File: config.mk
export PLATFORM = sky130hd
export DESIGN_NAME = oam_dma_bridge
export DESIGN_NICKNAME = d
export VERILOG_FILES = /design/src/rtl/oam_dma_bridge.sv
export SDC_FILE = /design/constraint.sdc
export NUM_CORES = 1
export LEC_CHECK = 0
export BUFFER_PORTS_ARGS = -buffer_cell sky130_fd_sc_hd__buf_2
export CAP_MARGIN = 20
export CORE_MARGIN = 3
export CORE_UTILIZATION = 49
export DETAILED_ROUTE_END_ITERATION = 7
export HOLD_SLACK_MARGIN = 0.08
export PLACE_DENSITY_LB_ADDON = 0.25
export SYNTH_ARGS = -nofsm -noshare
export SYNTH_HDL_FRONTEND = slang
export SYNTH_SLANG_ARGS = --single-unit
File: constraint.sdc
create_clock -name clk -period 3.91 [get_ports clk]
set_input_delay 0.9775 -clock clk [delete_from_list [all_inputs] [get_ports clk]]
set_output_delay 0.9775 -clock clk [all_outputs]
set_load 0.01 [all_outputs]
File: src/rtl/oam_dma_bridge.sv
// OAM DMA bridge: sits between the CPU and the memory bus. Passes CPU
// accesses through when idle. A write to the DMA trigger register starts a
// block copy of DMA_LEN bytes from page {src_page,00} into OAM. The copy
// alternates read and write cycles. While it runs, the CPU can only reach
// high RAM (FF80-FFFE) and the trigger register.
module oam_dma_bridge #(
    parameter logic [15:0] DMA_REG  = 16'hFF46,
    parameter int          DMA_LEN  = 160,
    parameter logic [15:0] OAM_BASE = 16'hFE00
) (
    input  logic        clk,
    input  logic        rst,
    input  logic [15:0] cpu_addr,
    input  logic        cpu_rd_en,
    input  logic        cpu_wr_en,
    input  logic [7:0]  cpu_data_out,
    output logic [7:0]  cpu_data_in,
    output logic [15:0] mem_addr,
    output logic        mem_rd_en,
    output logic        mem_wr_en,
    output logic [7:0]  mem_wdata,
    input  logic [7:0]  mem_rdata,
    output logic        dma_active
);

    typedef enum logic [1:0] {IDLE, START, RD, WR} state_t;

    localparam logic [7:0] LAST_IDX = 8'(DMA_LEN - 1);

    state_t     state, state_next;
    logic [7:0] idx, idx_next;
    logic [7:0] src_page, src_page_next;
    logic [7:0] data_latch, data_latch_next;

    logic       cpu_wr, cpu_rd, cpu_any;
    logic       is_dma_reg, is_hram;
    logic       trigger, cpu_bus, freeze;
    logic [7:0] eff_page;

    // A simultaneous read and write strobe counts as a write only.
    assign cpu_wr     = cpu_wr_en;
    assign cpu_rd     = cpu_rd_en & ~cpu_wr_en;
    assign cpu_any    = cpu_wr | cpu_rd;
    assign is_dma_reg = (cpu_addr == DMA_REG);
    assign is_hram    = (cpu_addr >= 16'hFF80) && (cpu_addr <= 16'hFFFE);
    assign trigger    = cpu_wr & is_dma_reg;

    assign dma_active = (state != IDLE);

    // The CPU owns the bus when idle. During a transfer it owns the bus
    // only for high RAM, and the DMA engine stalls for that cycle.
    assign cpu_bus    = cpu_any && !is_dma_reg && (!dma_active || is_hram);
    assign freeze     = dma_active && cpu_bus;

    // Pages E0-FF are echo RAM and fold down onto C0-DF.
    assign eff_page   = (src_page >= 8'hE0) ? (src_page & 8'hDF) : src_page;

    // State register and datapath registers.
    // NOTE: all control registers get a reset value, so the engine can never
    // wake up mid-transfer with stale idx/state.
    always_ff @(posedge clk or negedge rst) begin
        if (!rst) begin
            state      <= IDLE;
            idx        <= 8'h00;
            src_page   <= 8'hFF;
            data_latch <= 8'h00;
        end else begin
            // NOTE: non-blocking assignments, so every register samples
            // pre-edge values regardless of statement order.
            state      <= state_next;
            idx        <= idx_next;
            src_page   <= src_page_next;
            data_latch <= data_latch_next;
        end
    end

    // Next-state logic: trigger beats everything, then HRAM stall, then sequencing.
    always_comb begin
        // NOTE: hold-current defaults first, so no path through this block
        // leaves a variable unassigned (which would infer a latch).
        state_next      = state;
        idx_next        = idx;
        src_page_next   = src_page;
        data_latch_next = data_latch;

        if (trigger) begin
            src_page_next = cpu_data_out;
            idx_next      = 8'h00;
            state_next    = START;
        end else if (!freeze) begin
            unique case (state)
                IDLE:  ;
                START: state_next = RD;
                RD: begin
                    data_latch_next = mem_rdata;
                    state_next      = WR;
                end
                WR: begin
                    if (idx == LAST_IDX) begin
                        state_next = IDLE;
                    end else begin
                        idx_next   = idx + 8'd1;
                        state_next = RD;
                    end
                end
                default: state_next = IDLE;
            endcase
        end
    end

    // Bus mux: CPU passthrough, DMA read, DMA write, or nothing selected.
    // A trigger in the same cycle suppresses the DMA cycle, which aborts the
    // in-flight byte.
    always_comb begin
        mem_addr  = 16'h0000;
        mem_rd_en = 1'b0;
        mem_wr_en = 1'b0;
        mem_wdata = 8'h00;

        if (cpu_bus) begin
            mem_addr  = cpu_addr;
            mem_rd_en = cpu_rd;
            mem_wr_en = cpu_wr;
            mem_wdata = cpu_data_out;
        end else if (!trigger && state == RD) begin
            mem_addr  = {eff_page, idx};
            mem_rd_en = 1'b1;
        end else if (!trigger && state == WR) begin
            mem_addr  = OAM_BASE + {8'h00, idx};
            mem_wr_en = 1'b1;
            mem_wdata = data_latch;
        end
    end

    // CPU read data: trigger register, passthrough, or open-bus FF during lockout.
    always_comb begin
        if (is_dma_reg) begin
            cpu_data_in = src_page;
        end else if (!dma_active || is_hram) begin
            cpu_data_in = mem_rdata;
        end else begin
            cpu_data_in = 8'hFF;
        end
    end

endmodule

# After elaboration in Yosys (flattened, before gate mapping)
# Cells that the tools add are included.
[word_totals] register_bits=26 inputBits=36 wordCells=60
[op_classes] n_addsub=2 n_lt_le_gt_ge=3 eq_ne=7 muxes=22 n_bitwise=6 n_reduce_logical=16
[ops] operator="$mux 8" count=9
[ops] operator="$mux 16" count=3
[ops] operator="$eq 16x16->1 const B" count=1
[ops] operator="$ge 16x16->1 const B" count=1
[ops] operator="$le 16x16->1 const B" count=1
[ops] operator="$add 10x9->11 const A" count=1
[ops] operator="$add 8x1->8 const B" count=1
[ops] operator="$eq 8x8->1 const B" count=1
[ops] operator="$ge 8x8->1 const B" count=1
[ops] operator="$logic_and 1x1->1" count=6
[ops] operator="$mux 2" count=3
[ops] operator="$mux 6" count=1
[ops] operator="$pmux 2 s3" count=1
[ops] operator="$reduce_and 3->1" count=2
[ops] operator="$mux 1" count=5
[ops] operator="$eq 2x2->1 const B" count=2
[ops] operator="$ne 2x2->1 const B" count=2
[ops] operator="$reduce_bool 2->1" count=2
[ops] operator="$reduce_bool 4->1" count=1
[ops] operator="$logic_not 1->1" count=3
[ops] operator="$not 1->1" count=3
[ops] operator="$and 1x1->1" count=2
[ops] operator="$eq 2x1->1 const B" count=1
[ops] operator="$reduce_and 2->1" count=1
[ops] operator="other kinds (2)" count=2

# Depth between registers and ports, before layout
# Gate-level depths: netlist of run 1.
[logic_depth] depth_word=8 depth_mapped=7 depth_no_buf=6

# Worst setup path after synthesis of run 1
# Ideal clock, no wire load.
[synth_timing] path_type="input to output" start="input cpu_addr[0]" end="output mem_wdata[0]" arrival_time_ns=2.705 required_time_ns=2.933 path_slack_ns=0.227 stages=6 cell_sequence="or4_4 or4_4 o21a_1 o21ba_1 buf_6 a22o_1"
[synth_between] elab_chain_cells=7
[synth_rtl] item="start: declaration" line="13" source="input logic [15:0] cpu_addr,"
[synth_rtl] item="parallel branches: the longest is 6 deep, another holds $ge 16x16->1"
[synth_rtl] item="$mux 8 (*)" line="120" source="if (cpu_bus) begin"
[synth_rtl] item="end: declaration" line="21" source="output logic [7:0] mem_wdata,"
# Every way passes the cells marked *.

# Worst setup path in the final report of run 1
[layout_timing] start="input cpu_addr[5]" end="output mem_wdata[6]"
# Same word-level chain as after synthesis.

==> results.json, run 1 <==
{
  "dp_cells": 318,
  "netlist.area_leader.share_pct": 25.2,
  "holdWs_ns": 0.487,
  "setup.worst_path.start_class": "input pin",
  "reg2regPathDepth": 6,
  "dieHeight_um": 66.4,
  "cts-hold-fix-buffers": 0,
  "ys_ff_latch": 26,
  "netlist_instances": 202,
  "finalSetupViolCount": 4,
  "worst_slew_pin_slew_ns": 0.856,
  "wl_met2_mm": 2.46,
  "worstPathCellList": "buf_6 > or4_4 > or4_4 > o21a_4 > o21ba_4 > a22o_1 > buf_2",
  "ys_warn_count": 0,
  "setup_ws_ns": -0.0164,
  "cts.reportedPaths.clkPinSlew_ns": 0.16,
  "cp-end-kind": "primary output",
  "slowest_delay_ns": 0.55,
  "dp_hpwl_mm": 3.62,
  "fmax_mhz": 255,
  "fin_crit_sh_pct": 100,
  "viasPerCell": 5.88,
  "die_area_sq_um": 4400,
  "cts_made_buffers": 3,
  "r2r_slack_ns": 1.80,
  "ir_drop_mv": 0.232,
  "routed.top_layer": "met4",
  "synth.avg_cell_area_sq_um": 8.84,
  "first_global_vias": 1772,
  "dieWidth_um": 66.4,
  "finClkSkew_ns": 0.0166,
  "holdPathEnd": "src_page[4]",
  "place_congestion": 0.901,
  "clk_latency_ns": 0.33,
  "maxCapViolCount": 0,
  "grt_overflow": 0,
  "layout-drive-gt1-share_pct": 42.9,
  "num-nets-final": 318,
  "status": "finished with violations",
  "rows": 21,
  "seq_area_frac_synth_pct": 37.0,
  "clk_path_buf_depth": 2,
  "cts_tree": "yes",
  "initial_core_util_pct": 52.3,
  "dr_wl_met3_um": 436,
  "met1_length_mm": 2.21,
  "htreeDepth": 1,
  "syn_to_final_growth_pct": 33.1,
  "antenna_found_initial": 0,
  "max_slew_margin_pct": 42.8,
  "grt_usage_pct": 23.4,
  "netlist_area_sq_um": 1790,
  "r2r_end": "data_latch[7]",
  "rsz0062_at_grt": "true",
  "critPathRequiredTime_ns": 2.93,
  "power_density_nw_per_um2": 560,
  "final-hold-violation-count": 0,
  "yosysTopAreaCell": "dfrtp_1",
  "fin_setup_tns_ns": -0.0454,
  "final_core_util_pct": 69.6,
  "first_iter_violations": 144,
  "avgRoutedWirePerCell_um": 15.9,
  "violations": "negative setup slack",
  "crit_path_frequent_cell": "or4_4",
  "final_cell_mix": "buf_2, nand2_1, dfrtp_1",
  "critPathBufInv": 2,
  "min-delay-start": "src_page[4]",
  "yosysUniqueCellTypes": 41,
  "power_uw": 1330,
  "grt_max_degree": 27,
  "drt-pass1-iter-count": 4,
  "r2r_start": "state[0]",
  "leakagePower_uw": 0.00106,
  "synth_nets": 239,
  "drt-total-wl_mm": 5.19,
  "coreArea_sq_um": 3420,
  "crit_arrival_ns": 2.95,
  "grt_pass1_wl_mm": 8.02,
  "ioPinCount": 71,
  "hold_depth": 2,
  "cts-root-buf": "clkbuf_4",
  "ant_nets": 0,
  "crit_type": "input pin to primary output",
  "layout.cells.non_filler": 326,
  "synth_area_leaders": "dfrtp_1, dfstp_2, a22o_1, nand2_1, mux2_2",
  "routed-via-count": 1916,
  "cts.sinks": 26,
  "final_common_cell": "buf_2",
  "cp_max_fo": 8,
  "cp_top_family": "simple AND/OR/NAND/NOR gates",
  "portBuffers": 70,
  "diodes": 0,
  "drc": 0,
  "critPathSlowestCell": "or4_4",
  "min_period_ns": 3.93,
  "slew_violations": 0,
  "hold_path_class": "flip-flop to flip-flop"
}
## metrics by stage
step,setup WS [ns],cell area [sq um]
6_report,-0.0164,2380
5_1_grt,-0.0697,2380
4_1_cts,0.0104,2310
3_5_place_dp,-0.141,2230
3_3_place_gp,-0.128,2230
2_1_floorplan,0.227,1790
## area by class of cell
| class | count | area [sq um] |
|---|---|---|
| inverter | 4 | 15.0 |
| timing repair buffer | 87 | 499 |
| multi-input combinational | 159 | 1090 |
| sequential | 26 | 661 |
| tap | 46 | 57.6 |
| clock inverter | 1 | 30.0 |
| clock buffer | 3 | 22.5 |
| fill | 290 | 1040 |
## metal layers
metal | GRT usage [%] | vias to the layer above
met1 | 32.1 | 899
met3 | 3.74 | 8
li1 | - | 917
met2 | 37.8 | 92
met5 | 0 | -
met4 | 7.11 | 0
## state kept, by name, indices dropped and copies added (netlist names)
signal      flops
data_latch      8
idx             8
src_page        8
state           2
## power by group
group          switching (uW)  internal [uW]  leakage [uW]
Combinational             341            352      0.000748
Sequential               91.4            358      0.000288
Clock                    84.1            104     0.0000279
## synth_stat cells
cell        n
nand2_1    37
dfrtp_1    18
a22o_1     16
nand3_1    12
clkbuf_1    9
o211ai_1    9
dfstp_2     8
mux2_2      8
nor2_1      8
o22a_1      8
a21oi_1     7
mux2i_1     5
o31ai_1     5
or4_1       5
inv_1       4
nand4_1     4
o21ai_0     4
nand2b_1    3
nor4_1      3
buf_2       2
nor3_1      2
o21bai_1    2
o22ai_1     2
or2_2       2
or3_1       2
or4_4       2
a21boi_1    1
and3_1      1
buf_4       1
buf_6       1
ha_1        1
nand3b_1    1
nand4b_1    1
nand4bb_1   1
nor2_2      1
nor2b_1     1
nor4_4      1
o21a_1      1
o21ai_2     1
o21ba_1     1
o2bb2ai_1   1
## worst min-delay path: cells and delay by family (launching register included)
| family | cells | cell delay [ns] |
|---|---|---|
| flip-flops | 1 | 0.41 |
| AND/OR/NAND/NOR | 2 | 0.10 |
## timing repair
| action | CTS | global route |
|---|---|---|
| gates resized for setup | 6 | 9 |
| buffers inserted | 1 | 2 |
| pin swaps | 6 | 9 |
| setup endpoints to repair | 15 | 25 |
| gates cloned | 0 | 1 |
## cell families after synthesis
| group | after synthesis | share of synthesized area, % |
|---|---|---|
| and+or+nand+nor | 87 | 25.4 |
| muxes | 13 | 7.85 |
| AOI/OAI and AO/OA | 58 | 24.7 |
| DFF | 26 | 37.0 |
| adders and majority gates | 1 | 0.701 |
| buffers and inverters | 17 | 4.34 |
## worst max-delay path by stage
stage	start	end	slack [ns]	cells after the start
floorplan	cpu_addr[0]	mem_wdata[0]	0.23	6
global placement	cpu_addr[0]	mem_wdata[1]	-0.13	7
detailed placement	cpu_addr[0]	mem_wdata[1]	-0.14	7
CTS	cpu_addr[5]	mem_wdata[4]	0.01	7
global route	cpu_addr[5]	mem_wdata[1]	-0.07	9
finish	cpu_addr[5]	mem_wdata[6]	-0.02	7
Note: power is estimated with default switching activity, not from simulation.
==> run 2: changes to the inputs <==
BUFFER_PORTS_ARGS = -buffer_cell sky130_fd_sc_hd__buf_4   (was -buffer_cell sky130_fd_sc_hd__buf_2)
SLEW_MARGIN = 0   (was not set)
==> results.json, run 2 (same netlist as run 1, synthesis figures left out) <==
{
  "first_iter_violations": 148,
  "dp_hpwl_mm": 4.09,
  "critPathSlowestCell": "or4_4",
  "status": "complete, no violations",
  "routed.top_layer": "met4",
  "coreArea_sq_um": 3420,
  "power_density_nw_per_um2": 579,
  "ioPinCount": 71,
  "largest_registers": "data_latch (8), idx (8), src_page (8)",
  "wl_met2_mm": 2.82,
  "min_period_ns": 3.90,
  "cts.reportedPaths.clkPinSlew_ns": 0.16,
  "fin_area_sq_um": 2620,
  "grt_overflow": 0,
  "max_slew_margin_pct": 42.6,
  "post_dp_cell_area_sq_um": 2430,
  "worstPathCellList": "buf_6 > or4_4 > or4_4 > o21a_1 > o21ba_4 > a22o_1 > buf_6",
  "dr_wl_met3_um": 568,
  "fmax_mhz": 256,
  "clk_latency_ns": 0.34,
  "routed-via-count": 2010,
  "fin_crit_sh_pct": 99.8,
  "ant_nets": 0,
  "drt-pass1-iter-count": 4,
  "grt_usage_pct": 26.2,
  "slew_violations": 0,
  "crit_arrival_ns": 2.92,
  "htreeDepth": 1,
  "cts-root-buf": "clkbuf_4",
  "cp-end-kind": "primary output",
  "cts_tree": "yes",
  "met1_length_mm": 2.32,
  "syn_to_final_growth_pct": 46.7,
  "first_global_vias": 1838,
  "final_cell_mix": "buf_4, nand2_1, dfrtp_1",
  "critPathRequiredTime_ns": 2.93,
  "cp_max_fo": 8,
  "maxCapViolCount": 0,
  "drt-total-wl_mm": 5.81,
  "die_area_sq_um": 4400,
  "rows": 21,
  "leakagePower_uw": 0.00117,
  "crit_type": "input pin to primary output",
  "final_core_util_pct": 76.7,
  "clk_path_buf_depth": 2,
  "diodes": 0,
  "finClkSkew_ns": 0.0149,
  "portBuffers": 70,
  "avgRoutedWirePerCell_um": 17.5,
  "viasPerCell": 6.04,
  "dp_cells": 321,
  "initial_core_util_pct": 52.3,
  "cts_made_buffers": 3,
  "final-hold-violation-count": 0,
  "num-nets-final": 325,
  "cts-hold-fix-buffers": 0,
  "grt_pass1_wl_mm": 8.82,
  "place_congestion": 0.885,
  "drc": 0,
  "setup.worst_path.start_class": "input pin",
  "power_uw": 1520,
  "final_common_cell": "buf_4",
  "worst_slew_pin_slew_ns": 0.859,
  "grt_max_degree": 27,
  "dieWidth_um": 66.4,
  "layout.cells.non_filler": 333,
  "fin_setup_tns_ns": 0,
  "ir_drop_mv": 0.259,
  "dieHeight_um": 66.4,
  "cts.sinks": 26,
  "slowest_delay_ns": 0.55,
  "layout-drive-gt1-share_pct": 43.6,
  "hold_path_class": "flip-flop to flip-flop",
  "antenna_found_initial": 0,
  "finalSetupViolCount": 0,
  "rsz0062_at_grt": "true"
}
## run 2: worst paths after layout
path | from | endpoint | slack (ns) | cells past startpoint
min reg2reg | src_page[2] | src_page[2] | 0.48 | 2
min | src_page[2] | src_page[2] | 0.48 | 2
max in group asynchronous | rst | src_page[7] | 3.07 | 1
max | cpu_addr[4] | mem_wdata[6] | 0.009 | 7
max reg2reg | state[0] | data_latch[3] | 1.81 | 6
min in group asynchronous | rst | data_latch[0] | 0.52 | 1
## run 2: cell type report
| type | instances | area, sq um |
|---|---|---|
| sequential | 26 | 661 |
| clock buffer | 3 | 22.5 |
| inverter | 4 | 15.0 |
| multi-input combinational | 159 | 1070 |
| timing repair buffer | 94 | 767 |
| fill | 264 | 797 |
| clock inverter | 1 | 30.0 |
| tap | 46 | 57.6 |
## run 2: per-stage QoR
stage / worst slack (ns) / hold slack (ns)
2_1_floorplan: 0.227 / 0.447
3_3_place_gp: -0.139 / 0.456
3_5_place_dp: -0.181 / 0.464
4_1_cts: 0.00292 / 0.485
5_1_grt: -0.0394 / 0.510
6_report: 0.00932 / 0.485
## run 2: timing repair
item	in CTS	in global routing
setup endpoints to repair	8	20
pin swaps	4	9
buffers inserted	2	6
gates resized for setup	5	13
## run 2: routing by layer
metal	GRT usage, %	vias up
met5	0	-
met4	8.63	0
met3	4.08	8
met2	42.8	106
met1	35.4	961
li1	-	935
## run 2: power by group
group / internal (uW) / leakage [uW] / switching [uW] / total (uW)
registers: 358 / 0.000288 / 96.7 / 455
clock network: 104 / 0.0000279 / 89.5 / 193
logic: 485 / 0.000853 / 383 / 868
## run 2: worst max-delay path, delay by kind of cell
kind	cells	cell delay, ns
and+or+nand+nor	2	1.09
AOI/OAI and AO/OA	3	0.64
buffers and inverters	2	0.22
